## config.mk

```make
export PLATFORM = sky130hd
export DESIGN_NAME = brpred_perf_monitor
export DESIGN_NICKNAME = d
export VERILOG_FILES = /design/src/rtl/brpred_mon_pkg.sv /design/src/rtl/brpred_sat_counter.sv /design/src/rtl/brpred_perf_monitor.sv
export SDC_FILE = /design/constraint.sdc
export NUM_CORES = 1
export LEC_CHECK = 0
export BUFFER_PORTS_ARGS = -buffer_cell sky130_fd_sc_hd__buf_2
export CELL_PAD_IN_SITES_DETAIL_PLACEMENT = 0
export CELL_PAD_IN_SITES_GLOBAL_PLACEMENT = 1
export CORE_UTILIZATION = 36
export DETAILED_ROUTE_END_ITERATION = 10
export MAX_ROUTING_LAYER = met4
export PLACE_DENSITY_LB_ADDON = 0.1
export SYNTH_ARGS = -nofsm -noshare
export SYNTH_HDL_FRONTEND = slang
export SYNTH_HIERARCHICAL = 1
export SYNTH_SLANG_ARGS = --single-unit
export TNS_END_PERCENT = 1
```

## constraint.sdc

```tcl
create_clock -name clk -period 2.35 [get_ports clk]
set_input_delay 0.3525 -clock clk [delete_from_list [all_inputs] [get_ports clk]]
set_output_delay 0.3525 -clock clk [all_outputs]
set_load 0.005 [all_outputs]
```

## src/rtl/brpred_mon_pkg.sv

```systemverilog
// Shared types and default widths for the branch-predictor performance monitor.
package brpred_mon_pkg;

    localparam int unsigned DEF_NUM_PHASES = 3;
    localparam int unsigned DEF_ADDR_W     = 30;
    localparam int unsigned DEF_DATA_W     = 32;
    localparam int unsigned DEF_CNT_W      = 16;
    localparam int unsigned DEF_ERR_W      = 8;
    localparam int unsigned DEF_TIMEOUT    = 32'h0000_FFFF;
    localparam int unsigned PHASE_W        = 4;

    typedef enum logic [1:0] {
        RUN  = 2'd0,
        DONE = 2'd1,
        TOUT = 2'd2
    } mon_state_t;

    typedef logic [PHASE_W-1:0] phase_t;

endpackage

```

## src/rtl/brpred_sat_counter.sv

```systemverilog
// Up-counter that sticks at all-ones; synchronous clear has priority over count.
module brpred_sat_counter #(
    parameter int unsigned W = 16
) (
    input  logic         clk,
    input  logic         rst,
    input  logic         en,
    input  logic         clr,
    output logic [W-1:0] q
);

    // Count on enable, hold once every bit is set
    always_ff @(posedge clk or negedge rst) begin
        if (!rst) begin
            q <= '0;
        end else if (clr) begin
            q <= '0;
        end else if (en && (q != {W{1'b1}})) begin
            q <= q + W'(1);
        end
    end

endmodule

```

## src/rtl/brpred_perf_monitor.sv

```systemverilog
// Branch-predictor test monitor: tracks phase markers written on the data
// port, counts errors and performance events, ends the run on pass/timeout.
// Optional feature macro: BRPRED_PHASE_ERR_EN builds per-phase error counters.
module brpred_perf_monitor
    import brpred_mon_pkg::*;
#(
    parameter int unsigned        NUM_PHASES     = DEF_NUM_PHASES,
    parameter int unsigned        ADDR_W         = DEF_ADDR_W,
    parameter int unsigned        DATA_W         = DEF_DATA_W,
    parameter int unsigned        CNT_W          = DEF_CNT_W,
    parameter int unsigned        ERR_W          = DEF_ERR_W,
    parameter logic [ADDR_W-1:0]  CHECK_ADDR     = '0,
    parameter logic [DATA_W-1:0]  PASS_DATA      = '0,
    parameter int unsigned        TIMEOUT_CYCLES = DEF_TIMEOUT
) (
    input  logic                        clk,
    input  logic                        rst,
    input  logic [ADDR_W-1:0]           addr,
    input  logic [DATA_W-1:0]           data,
    input  logic                        wen,
    input  logic [ADDR_W-1:0]           I_addr,
    input  logic                        stall,
    input  logic                        flush,
    input  logic                        br_type,
    output logic [3:0]                  phase,
    output logic [ERR_W-1:0]            error_num,
    output logic [CNT_W-1:0]            duration,
    output logic [CNT_W-1:0]            stall_cycles,
    output logic [CNT_W-1:0]            flush_count,
    output logic [CNT_W-1:0]            inst_count,
    output logic [CNT_W-1:0]            branch_count,
    output logic [NUM_PHASES*ERR_W-1:0] phase_err,
    output logic                        finish,
    output logic                        timeout
);

    localparam phase_t            LAST_PHASE = PHASE_W'(NUM_PHASES - 1);
    localparam logic [CNT_W-1:0]  TOUT_LAST  = CNT_W'(TIMEOUT_CYCLES - 1);
    localparam bit                TOUT_EN    = (TIMEOUT_CYCLES != 0);

    mon_state_t          state;
    mon_state_t          state_next;
    phase_t              phase_next;
    logic                wen_q;
    logic [ADDR_W-1:0]   prev_i_addr;

    logic                in_run;
    logic                accept;
    logic                is_pass;
    logic                err_hit;
    logic                new_fetch;
    logic                tout_hit;

    // Event qualification: first cycle of a wen burst, new fetch address, timeout point
    assign in_run    = (state == RUN);
    assign accept    = wen & ~wen_q & (addr == CHECK_ADDR) & in_run;
    assign is_pass   = (data == PASS_DATA);
    assign err_hit   = accept & ~is_pass;
    assign new_fetch = ~stall & ~flush & (I_addr != prev_i_addr);
    assign tout_hit  = TOUT_EN & in_run & (duration == TOUT_LAST);

    // State, phase and end-of-run flags
    always_ff @(posedge clk or negedge rst) begin
        if (!rst) begin
            state   <= RUN;
            phase   <= '0;
            finish  <= 1'b0;
            timeout <= 1'b0;
        end else begin
            state   <= state_next;
            phase   <= phase_next;
            finish  <= (state_next != RUN);
            timeout <= (state_next == TOUT);
        end
    end

    // Next state: final pass marker takes precedence over a coincident timeout
    always_comb begin
        state_next = state;
        phase_next = phase;
        case (state)
            RUN: begin
                if (accept && is_pass) begin
                    phase_next = phase + PHASE_W'(1);
                    if (phase == LAST_PHASE) begin
                        state_next = DONE;
                    end
                end
                if ((state_next == RUN) && tout_hit) begin
                    state_next = TOUT;
                end
            end
            default: begin
                state_next = state;
            end
        endcase
    end

    // Previous write enable for burst edge detection
    always_ff @(posedge clk or negedge rst) begin
        if (!rst) begin
            wen_q <= 1'b0;
        end else begin
            wen_q <= wen;
        end
    end

    // Last fetch address seen outside stalls; all-ones so the first fetch counts
    always_ff @(posedge clk or negedge rst) begin
        if (!rst) begin
            prev_i_addr <= '1;
        end else if (!stall) begin
            prev_i_addr <= I_addr;
        end
    end

    brpred_sat_counter #(.W(CNT_W)) u_duration (
        .clk(clk), .rst(rst), .en(in_run), .clr(1'b0), .q(duration)
    );

    brpred_sat_counter #(.W(CNT_W)) u_stall (
        .clk(clk), .rst(rst), .en(in_run & stall), .clr(1'b0), .q(stall_cycles)
    );

    brpred_sat_counter #(.W(CNT_W)) u_flush (
        .clk(clk), .rst(rst), .en(in_run & flush), .clr(1'b0), .q(flush_count)
    );

    brpred_sat_counter #(.W(CNT_W)) u_inst (
        .clk(clk), .rst(rst), .en(in_run & new_fetch), .clr(1'b0), .q(inst_count)
    );

    brpred_sat_counter #(.W(CNT_W)) u_branch (
        .clk(clk), .rst(rst), .en(in_run & new_fetch & br_type), .clr(1'b0), .q(branch_count)
    );

    brpred_sat_counter #(.W(ERR_W)) u_error (
        .clk(clk), .rst(rst), .en(err_hit), .clr(1'b0), .q(error_num)
    );

`ifdef BRPRED_PHASE_ERR_EN
    // One error counter per phase, selected by the current phase index
    for (genvar p = 0; p < int'(NUM_PHASES); p++) begin : g_phase_err
        brpred_sat_counter #(.W(ERR_W)) u_phase_err (
            .clk(clk),
            .rst(rst),
            .en(err_hit & (phase == PHASE_W'(p))),
            .clr(1'b0),
            .q(phase_err[p*ERR_W +: ERR_W])
        );
    end
`else
    assign phase_err = '0;
`endif

endmodule

```

==> qor.txt <==
status = finished with violations
violated checks = setup timing
1st-iter DRT viols = 315
Rows = 52
vias in the first global route = 6667
WL final = 20900 um
CP Max Fanout = 6
Synth area leader = dfrtp_1
asr flop ratio synth = 1.00
setup_tns = -0.00392 ns
crit start category = flop
chip width = 146 um
port bufs = 191
clk_lat worst skew = 0.41 ns
Setup WS post-layout = -0.00392 ns
Synth Area in Simple Gates = 0.267
Post-Syn Instances = 732
top cells by area, synth = dfrtp_1 (33%), dfstp_2 (11%), mux2_2 (4.7%)
commonest non-fill, non-tap cell in the layout = buf_2
main flop type after synthesis = dfrtp_1
via count = 6701
Yosys top cell area share = 0.326
Via density = 5.35
Seq/Total Area, Yosys = 0.432
core area = 0.0202 mm^2
CTS Sinks = 127
initial core utilization = 0.368
yosys warns = 6
H-tree level count = 4
fin crit share = 1.00
number of top-level pins = 216
Mapped Avg Cell Area = 10.2 um^2
layout cells sized above 1 = 0.413
RSZ-0062 raised after global routing = yes
# nets final = 1067
Synth cell types = 52
max-cap violations = 0
Post-Route Utilization = 0.478
final slew viol count = 0
largest family of logic cells by synthesized area = simple AND/OR/NAND/NOR gates
Die Span Y = 146 um
Fin. Hold Viols = 0
clk buf depth = 2
gpl congestion = 0.836
critical path class = reg2reg
first-pass GRT wire length = 33400 um
CTS root buf = clkbuf_16
crit path DAT = 2.69 ns
post-synthesis adder-cell area fraction = 0.0134
largest net degree at the start of global routing = 48
FF+latch count, synth = 127
xor/xnor share of the synthesized area = 0.0388
gr usage total = 0.201
DR WL/cell = 16.7 um
Slew HR = 0.552
Synth-to-Final Area Change = 30.0%
P_leak = 4.24 nW
pwr dens = 555 mW/mm^2
cts bufs inserted = 17
Detail Route Antenna Nets = 0
CTS tree = yes
Setup crit end kind = flop
post-layout min period = 2.35 ns
compound-cell area share of the yosys netlist = 0.115
First-pass DRT Iterations = 4
Final HPWL DP = 15100 um
Setup violations, final = 1
total power = 5.37 mW
clock-pin slew on the worst setup and hold paths = 0.06 ns
number of synthesized flops with an enable pin = 0
total grt overflow = 0
WP data required = 2.69 ns
f_max = 425 MHz
most frequent cells in the layout = buf_2 (190), dfrtp_1 (97), a21oi_1 (54), nand4_1 (43), conb_1 (36)
mux cell area share after synthesis = 0.0800
Worst Max-Slew Pin Slew = 0.667 ns
DRC = 0
HP Class = in2reg
die area = 0.0213 mm^2
initial antenna violation count = 9
VDD IR max = 0.518 mV
Worst Skew = 0.0107 ns
Post-Syn Area = 0.00744 mm^2
-- state kept, by name, summed over array words and instances (netlist names) --
name          cells
finish            1
phase             4
prev_i_addr      30
state             2
timeout           1
u_branch/q       16
u_duration/q     16
u_error/q         8
u_flush/q        16
u_inst/q         16
u_stall/q        16
wen_q             1
-- timing repair --
item / 4_1_cts / 5_1_grt
pin swaps: 1 / 18
endpoints found under the setup margin: 11 / 32
buffers inserted: 1 / 14
hold endpoints to repair: 10 / 0
resized for setup: 2 / 43
hold buffers: 1 / 0
gates cloned: 0 / 1
-- path summary, 6_finish.rpt --
path                            cells past startpoint                        end  slack [ns]                   startpoint
worst min register to register                      1       phase[3]$_DFFE_PN0P_        0.51         phase[3]$_DFFE_PN0P_
max in group asynchronous                           3   u_flush/q[9]$_DFFE_PN0P_        1.14                          rst
worst max-delay path                               12    u_inst/q[8]$_DFFE_PN0P_      -0.004  prev_i_addr[26]$_DFFE_PN1N_
min in group asynchronous                           2  u_stall/q[11]$_DFFE_PN0P_        0.47                          rst
worst min-delay path                                1            wen_q$_DFF_PN0_        0.08                          wen
worst max register to register                     12    u_inst/q[8]$_DFFE_PN0P_      -0.004  prev_i_addr[26]$_DFFE_PN1N_
-- logic make-up (layout without fill, tap and decap cells) --
logic type / after synthesis / in the layout
xor+xnor: 33 / 33
compound gates: 134 / 134
mux: 53 / 53
other cells: 1 / 45
fa+ha+maj: 8 / 8
buf+inv: 72 / 279
simple gates: 304 / 304
flops: 127 / 127
-- final cells by class --
type | count | area [um^2]
well taps | 270 | 338
repair buffers | 229 | 1310
fillers | 1957 | 10600
clock inverters | 12 | 143
clock buffers | 20 | 457
diodes | 9 | 22.5
multi-input cells | 568 | 4110
inverters | 18 | 77.6
flip-flops and latches | 127 | 3220
-- synthesized netlist by cell type, types with 12 or more instances --
| library cell | n |
|---|---|
| a21oi_1 | 60 |
| and3_1 | 12 |
| buf_4 | 24 |
| clkbuf_1 | 21 |
| dfrtp_1 | 97 |
| dfstp_2 | 30 |
| inv_1 | 18 |
| mux2_1 | 21 |
| mux2_2 | 31 |
| nand2_1 | 35 |
| nand3_1 | 22 |
| nand4_1 | 43 |
| nor2_1 | 25 |
| nor2b_1 | 24 |
| nor4_1 | 34 |
| o21ai_1 | 15 |
| o31ai_1 | 35 |
| or4_1 | 25 |
| xnor2_1 | 33 |
-- metal layers --
| metal | share of wire | track usage |
|---|---|---|
| met1 | 0.43 | 0.233 |
| met2 | 0.51 | 0.342 |
| met3 | 0.057 | 0.0530 |
| met4 | 0.0080 | 0.0584 |
| met5 | 0 | - |
-- report_power, final --
group	leakage, nW	switching (mW)	internal (mW)
Sequential	1.65	0.0371	2.28
Combinational	2.30	0.189	0.178
Clock	0.291	0.972	1.71
Total	4.24	1.20	4.17
-- stage by stage --
step                std cells  hold slack [ns]  instance area, um^2  setup slack (ns)
floorplan                 767           0.0569                 7570            0.0454
global placement         1195            0.365                 8720            0.0260
detailed placement       1195            0.375                 8720           -0.0649
CTS                      1229           0.0533                 9340            0.0276
global route             1253           0.0559                 9670            -0.119
finish                   1253           0.0778                 9670          -0.00392
-- critical path, cell delays in order (launching register included) --
cell        delay, ns
dfstp_2          0.56
xnor2_2          0.06
nand4_1          0.16
nor4_2           0.07
a21oi_1          0.14
buf_4            0.14
buf_6            0.11
clkinvlp_4       0.12
clkbuf_16        0.18
buf_8            0.12
buf_6            0.11
or3_4            0.38
a21oi_2          0.14
Power figures use the tool's default switching activity.
